File: config.mk
export PLATFORM = sky130hd
export DESIGN_NAME = ulpi_bus_ctrl
export DESIGN_NICKNAME = d
export VERILOG_FILES = /design/src/rtl/ulpi_bus_ctrl.sv
export SDC_FILE = /design/constraint.sdc
export NUM_CORES = 1
export LEC_CHECK = 0
export ABC_AREA = 1
export BUFFER_PORTS_ARGS = -buffer_cell sky130_fd_sc_hd__clkbuf_2
export CAP_MARGIN = 20
export CORE_ASPECT_RATIO = 0.5
export CORE_MARGIN = 1
export CORE_UTILIZATION = 52
export CTS_CLUSTER_SIZE = 12
export DETAILED_ROUTE_END_ITERATION = 8
export GPL_ROUTABILITY_DRIVEN = 0
export PLACE_DENSITY = 0.8
export SYNTH_ARGS = -nofsm -noshare
export SYNTH_HDL_FRONTEND = slang
export SYNTH_SLANG_ARGS = --single-unit
export TNS_END_PERCENT = 20
File: constraint.sdc
create_clock -name CLK -period 2.2 [get_ports CLK]
set_clock_uncertainty 0.2 [all_clocks]
set_input_delay 0.55 -clock CLK [delete_from_list [all_inputs] [get_ports CLK]]
set_output_delay 0.55 -clock CLK [all_outputs]
set_load 0.01 [all_outputs]
File: src/rtl/ulpi_bus_ctrl.sv
// Link-side ULPI bus controller: turnaround, RxCMD/receive capture, register
// access sequencing and round-robin arbitration between register and packet requesters.
module ulpi_bus_ctrl #(
  parameter int unsigned NXT_TIMEOUT = 255
) (
  input  logic       CLK,
  input  logic       RST,
  input  logic       ULPI_DIR,
  input  logic       ULPI_NXT,
  input  logic [7:0] ULPI_DATA_IN,
  output logic [7:0] ULPI_DATA_OUT,
  output logic       ULPI_DATA_OE,
  output logic       ULPI_STP,
  input  logic       REG_REQ,
  input  logic       REG_WE,
  input  logic [5:0] REG_ADDR,
  input  logic [7:0] REG_WDATA,
  output logic [7:0] REG_RDATA,
  output logic       REG_DONE,
  output logic       REG_ERR,
  input  logic       TX_REQ,
  input  logic [3:0] TX_PID,
  input  logic [7:0] TX_DATA,
  input  logic       TX_LAST,
  output logic       TX_READY,
  output logic       TX_DONE,
  output logic       TX_ABORT,
  output logic       RX_ACTIVE,
  output logic       RX_VALID,
  output logic [7:0] RX_DATA,
  output logic [7:0] RXCMD,
  output logic       RXCMD_STB
);

  typedef enum logic [3:0] {
    S_IDLE, S_TURN_IN, S_RX, S_TURN_OUT, S_CMD, S_REG_WDATA, S_REG_STP,
    S_REG_RTURN, S_REG_RDATA, S_TX_DATA, S_TX_STP
  } state_t;

  localparam logic [7:0] TIMEOUT_C = 8'(NXT_TIMEOUT);

  state_t     state_q, state_d;
  logic       oe_q, oe_d;
  logic [7:0] data_out_q, data_out_d;
  logic       stp_q, stp_d;
  logic       last_tx_q, last_tx_d;   // 1 = packet path was granted most recently
  logic       op_tx_q, op_tx_d;
  logic       op_we_q, op_we_d;
  logic       err_q, err_d;
  logic       tx_last_q, tx_last_d;   // byte currently on the bus is the final one
  logic [7:0] cnt_q, cnt_d;
  logic [7:0] reg_rdata_q, reg_rdata_d;
  logic       reg_done_q, reg_done_d;
  logic       reg_err_q, reg_err_d;
  logic       tx_done_q, tx_done_d;
  logic       tx_abort_q, tx_abort_d;
  logic       rx_valid_q, rx_valid_d;
  logic [7:0] rx_data_q, rx_data_d;
  logic [7:0] rxcmd_q, rxcmd_d;
  logic       rxcmd_stb_q, rxcmd_stb_d;

  logic       req_reg, req_tx, grant_reg, grant_tx;
  logic       link_drive, read_turn, dir_abort;
  logic       tx_ready;
  logic [7:0] cnt_inc;

  // A requester that just saw its DONE pulse still holds REQ for that cycle.
  assign req_reg   = REG_REQ & ~reg_done_q;
  assign req_tx    = TX_REQ & ~tx_done_q;
  assign grant_reg = req_reg & (~req_tx | last_tx_q);
  assign grant_tx  = req_tx & ~grant_reg;
  assign cnt_inc   = cnt_q + 8'd1;

  assign link_drive = (state_q == S_CMD) || (state_q == S_REG_WDATA) || (state_q == S_REG_STP) ||
                      (state_q == S_TX_DATA) || (state_q == S_TX_STP);
  // A read TXCMD accepted while the PHY already turns the bus is a normal read.
  assign read_turn  = (state_q == S_CMD) && !op_tx_q && !op_we_q && ULPI_NXT;
  assign dir_abort  = ULPI_DIR && link_drive && !read_turn;

  always_comb begin
    state_d     = state_q;
    oe_d        = oe_q;
    data_out_d  = data_out_q;
    stp_d       = stp_q;
    last_tx_d   = last_tx_q;
    op_tx_d     = op_tx_q;
    op_we_d     = op_we_q;
    err_d       = err_q;
    tx_last_d   = tx_last_q;
    cnt_d       = cnt_q;
    reg_rdata_d = reg_rdata_q;
    rx_data_d   = rx_data_q;
    rxcmd_d     = rxcmd_q;
    reg_done_d  = 1'b0;
    reg_err_d   = 1'b0;
    tx_done_d   = 1'b0;
    tx_abort_d  = 1'b0;
    rx_valid_d  = 1'b0;
    rxcmd_stb_d = 1'b0;
    tx_ready    = 1'b0;

    if (dir_abort) begin
      state_d    = S_TURN_IN;
      oe_d       = 1'b0;
      stp_d      = 1'b0;
      data_out_d = 8'h00;
      tx_done_d  = op_tx_q;
      tx_abort_d = op_tx_q;
    end else begin
      case (state_q)
        S_IDLE: begin
          if (ULPI_DIR) begin
            state_d = S_TURN_IN;
          end else if (grant_reg || grant_tx) begin
            state_d    = S_CMD;
            oe_d       = 1'b1;
            cnt_d      = 8'h00;
            err_d      = 1'b0;
            op_tx_d    = grant_tx;
            op_we_d    = REG_WE;
            last_tx_d  = grant_tx;
            data_out_d = grant_tx ? {4'h4, TX_PID} : {1'b1, ~REG_WE, REG_ADDR};
          end
        end
        S_TURN_IN: state_d = S_RX;
        S_RX: begin
          if (!ULPI_DIR) begin
            state_d = S_TURN_OUT;
          end else if (ULPI_NXT) begin
            rx_data_d  = ULPI_DATA_IN;
            rx_valid_d = 1'b1;
          end else begin
            rxcmd_d     = ULPI_DATA_IN;
            rxcmd_stb_d = 1'b1;
          end
        end
        S_TURN_OUT: state_d = S_IDLE;
        S_CMD, S_REG_WDATA: begin
          if (ULPI_NXT) begin
            if (state_q == S_REG_WDATA) begin
              state_d    = S_REG_STP;
              stp_d      = 1'b1;
              data_out_d = 8'h00;
            end else if (op_tx_q) begin
              state_d    = S_TX_DATA;
              data_out_d = TX_DATA;
              tx_last_d  = TX_LAST;
              tx_ready   = 1'b1;
            end else if (op_we_q) begin
              state_d    = S_REG_WDATA;
              data_out_d = REG_WDATA;
            end else begin
              state_d    = ULPI_DIR ? S_REG_RDATA : S_REG_RTURN;
              oe_d       = 1'b0;
              data_out_d = 8'h00;
            end
          end else begin
            cnt_d = cnt_inc;
            if (cnt_inc == TIMEOUT_C) begin
              state_d    = op_tx_q ? S_TX_STP : S_REG_STP;
              stp_d      = 1'b1;
              data_out_d = 8'h00;
              err_d      = 1'b1;
            end
          end
        end
        S_REG_STP: begin
          state_d    = S_IDLE;
          stp_d      = 1'b0;
          oe_d       = 1'b0;
          reg_done_d = 1'b1;
          reg_err_d  = err_q;
        end
        S_REG_RTURN: if (ULPI_DIR) state_d = S_REG_RDATA;
        S_REG_RDATA: begin
          reg_rdata_d = ULPI_DATA_IN;
          reg_done_d  = 1'b1;
          state_d     = S_TURN_OUT;
        end
        S_TX_DATA: begin
          if (ULPI_NXT) begin
            if (tx_last_q) begin
              state_d    = S_TX_STP;
              stp_d      = 1'b1;
              data_out_d = 8'h00;
            end else begin
              data_out_d = TX_DATA;
              tx_last_d  = TX_LAST;
              tx_ready   = 1'b1;
            end
          end
        end
        S_TX_STP: begin
          state_d    = S_IDLE;
          stp_d      = 1'b0;
          oe_d       = 1'b0;
          tx_done_d  = 1'b1;
          tx_abort_d = err_q;
        end
        default: state_d = S_IDLE;
      endcase
    end
  end

  always_ff @(posedge CLK) begin
    if (RST) begin
      state_q     <= S_IDLE;
      oe_q        <= 1'b0;
      data_out_q  <= 8'h00;
      stp_q       <= 1'b0;
      last_tx_q   <= 1'b1;
      op_tx_q     <= 1'b0;
      op_we_q     <= 1'b0;
      err_q       <= 1'b0;
      tx_last_q   <= 1'b0;
      cnt_q       <= 8'h00;
      reg_rdata_q <= 8'h00;
      reg_done_q  <= 1'b0;
      reg_err_q   <= 1'b0;
      tx_done_q   <= 1'b0;
      tx_abort_q  <= 1'b0;
      rx_valid_q  <= 1'b0;
      rx_data_q   <= 8'h00;
      rxcmd_q     <= 8'h00;
      rxcmd_stb_q <= 1'b0;
    end else begin
      state_q     <= state_d;
      oe_q        <= oe_d;
      data_out_q  <= data_out_d;
      stp_q       <= stp_d;
      last_tx_q   <= last_tx_d;
      op_tx_q     <= op_tx_d;
      op_we_q     <= op_we_d;
      err_q       <= err_d;
      tx_last_q   <= tx_last_d;
      cnt_q       <= cnt_d;
      reg_rdata_q <= reg_rdata_d;
      reg_done_q  <= reg_done_d;
      reg_err_q   <= reg_err_d;
      tx_done_q   <= tx_done_d;
      tx_abort_q  <= tx_abort_d;
      rx_valid_q  <= rx_valid_d;
      rx_data_q   <= rx_data_d;
      rxcmd_q     <= rxcmd_d;
      rxcmd_stb_q <= rxcmd_stb_d;
    end
  end

  assign ULPI_DATA_OUT = data_out_q;
  assign ULPI_DATA_OE  = oe_q & ~ULPI_DIR;
  assign ULPI_STP      = stp_q;
  assign REG_RDATA     = reg_rdata_q;
  assign REG_DONE      = reg_done_q;
  assign REG_ERR       = reg_err_q;
  assign TX_READY      = tx_ready;
  assign TX_DONE       = tx_done_q;
  assign TX_ABORT      = tx_abort_q;
  assign RX_ACTIVE     = (state_q == S_RX);
  assign RX_VALID      = rx_valid_q;
  assign RX_DATA       = rx_data_q;
  assign RXCMD         = rxcmd_q;
  assign RXCMD_STB     = rxcmd_stb_q;

endmodule

==> metrics.cfg <==
[yosys]
ys_ff_latch=57
synth_area_um2=2990
synth_largest_area_cell=dfxtp_1
synth_warnings=0
yosysSeqAreaShare_pct=38.2
synthTopCellsByArea=dfxtp_1 (38%), nand2_1 (13%), nor2_1 (7.9%)
synth_cells=437
synthFlopType=dfxtp_1
synth_edf_count=0
synth_fp_nets=481
yosysUniqueCellTypes=36
synth_area_per_cell_um2=6.84
synth.top_cell.area_share_pct=38.2
async_flop_share_pct=0

[worst_setup_path]
cp_max_fo=3
required_ns=1.45
startpoint=state_q[3]
worstSetupEndpoint=TX_READY
r2r_end=cnt_q[1]
end_kind=primary output
worstPathArrival_ns=1.56
r2r-start=state_q[3]
crit_type=flip-flop to primary output
ff2ff_setup_slack_ns=0.01
rr_worst_depth=12
critPathLaunchType=flip-flop

[timing]
slew_viol_final=0
tns_ns=-0.109
setup_slack_ns=-0.109
rsz0062_at_grt=yes
min_period_ns=2.31
finalHoldViolCount=0
finalSetupViolCount=1
fmax_mhz=433
maxSlewHeadroom_pct=65.7
finalCritPeriodShare_pct=105
tightest_slew_ns=0.513

[floorplan]
dieHeight_um=55.6
rows=19
die_area_um2=6080
core_area_um2=5520
ios=84
dieWidth_um=109
initial_core_util_pct=54.2

[finish]
fin_util_pct=75.8
areaGrowthSynthToFinish_pct=39.8
final_cell_mix=nand2_1 (101), clkbuf_2 (82), nor2_1 (62)
design_area_um2=4180
diodes=0
nNetsFinal=603
finalNonFillerCells=637
final_common_cell=nand2_1
final_layout_size_suffix_gt1_share_pct=34.0

[global_routing]
grt_max_degree=21
overflow=0
grtUsageTotal_pct=30.0
grt_pass1_vias=3205
grt_pass1_wl_um=14100
antenna_found_initial=0

[pwr]
power_density_nw_per_um2=1310
ir_worst_vdd_uv=696
power_w=0.00547
p_leak_nw=1.99

[placement]
placed_area_um2=3620
dp_hpwl_um=6100
io_buffers=83
place_inst=606

[route]
drtAntennaViolNets=0
totalWireLength_um=9460
vias=3517
drt_iter0_drc=303
viasPerCell=5.52
drt_pass1_iterations=6
routedWlPerCell_um=14.8
drc=0

[clock_tree]
cts.sinks=57
clockRootBuffer=clkbuf_16
clkTransAtPathRegs_ns=0.05
htree_levels=3
insertion_delay_ns=0.32
numCtsBuffers=9
cts-hold-fix-buffers=0
cts_tree=done
clk_path_buf_depth=2

[status]
violations=setup timing
status=finished with violations

[min_path]
hold_class=flip-flop to flip-flop
whs_path_depth=2

[run]
cap_violations=0

[layer usage]
metal | up-vias | wire length (um) | GRT usage (%)
met2 | 199 | 4350 | 48.2
li1 | 1672 | - | -
met1 | 1603 | 3930 | 37.1
met3 | 43 | 887 | 8.90
met4 | 0 | 287 | 13.7
met5 | - | 0 | 0
[cells by family (layout without fill, tap and decap cells)]
family	Yosys count	in the layout	synth area share, %
buf+inv	57	184	7.82
flops	57	57	38.2
fa+ha+maj	2	2	0.837
compound gates	84	84	16.2
simple gates	237	237	36.9
[timing repair]
| action | 4_1_cts | 5_1_grt |
|---|---|---|
| gates resized for setup | 12 | 19 |
| setup endpoints to repair | 2 | 20 |
| pin swaps | 4 | 7 |
| setup buffers | 4 | 11 |
[critical path, stage by stage (launching register included)]
cell and delay, ns:
dfxtp_2 0.33, inv_4 0.08, nand2_4 0.05, nor2_4 0.11
nand2_4 0.07, nor2_4 0.11, nand2_2 0.08, nand3_4 0.08
inv_2 0.04, nor3_2 0.13, buf_2 0.14
[cell usage after synthesis (4+ instances only)]
cell and count:
nand2_1 106, nor2_1 63, dfxtp_1 57, inv_1 37
a21oi_1 34, nand3_1 34, o21ai_0 22, inv_2 8
nand2_2 7, o21ai_1 7, a22oi_1 6, clkbuf_1 6
nor2_4 6, nor2_2 4
[how the worst min path moves through the flow]
stage | startpoint | end | slack [ns]
after floorplan | last_tx_q | last_tx_q | 0.23
after global placement | last_tx_q | last_tx_q | 0.25
after detailed placement | last_tx_q | last_tx_q | 0.25
after CTS | ULPI_STP | ULPI_STP | 0.26
after global routing | ULPI_STP | ULPI_STP | 0.28
final | ULPI_STP | ULPI_STP | 0.25
[report_power, final]
group	switching, W	leakage, nW	internal, W
clock	0.000479	0.166	0.00113
combinational	0.00155	1.36	0.000908
sequential	0.000154	0.467	0.00124
total	0.00218	1.99	0.00329
[per-stage QoR]
step | hold WS [ns] | setup WS (ns)
3_5_place_dp | 0.253 | 0.0796
4_1_cts | 0.257 | -0.103
5_1_grt | 0.283 | -0.159
3_3_place_gp | 0.248 | 0.122
2_1_floorplan | 0.230 | 0.126
6_report | 0.254 | -0.109
[registers in the layout, summed over array words and instances, names as in the netlist, 4 cells and up]
name / flops
state_q: 4
RX_DATA: 8
ULPI_DATA_OUT: 8
REG_RDATA: 8
RXCMD: 8
cnt_q: 8
[cell type report]
class	instances	area, um^2
multi-input cells	323	1700
fillers	426	1330
flip-flops and latches	57	1150
repair buffers	122	708
clock buffers	11	243
inverters	46	185
clock inverters	5	103
well taps	73	91.3
(Power assumes the default switching activity.)
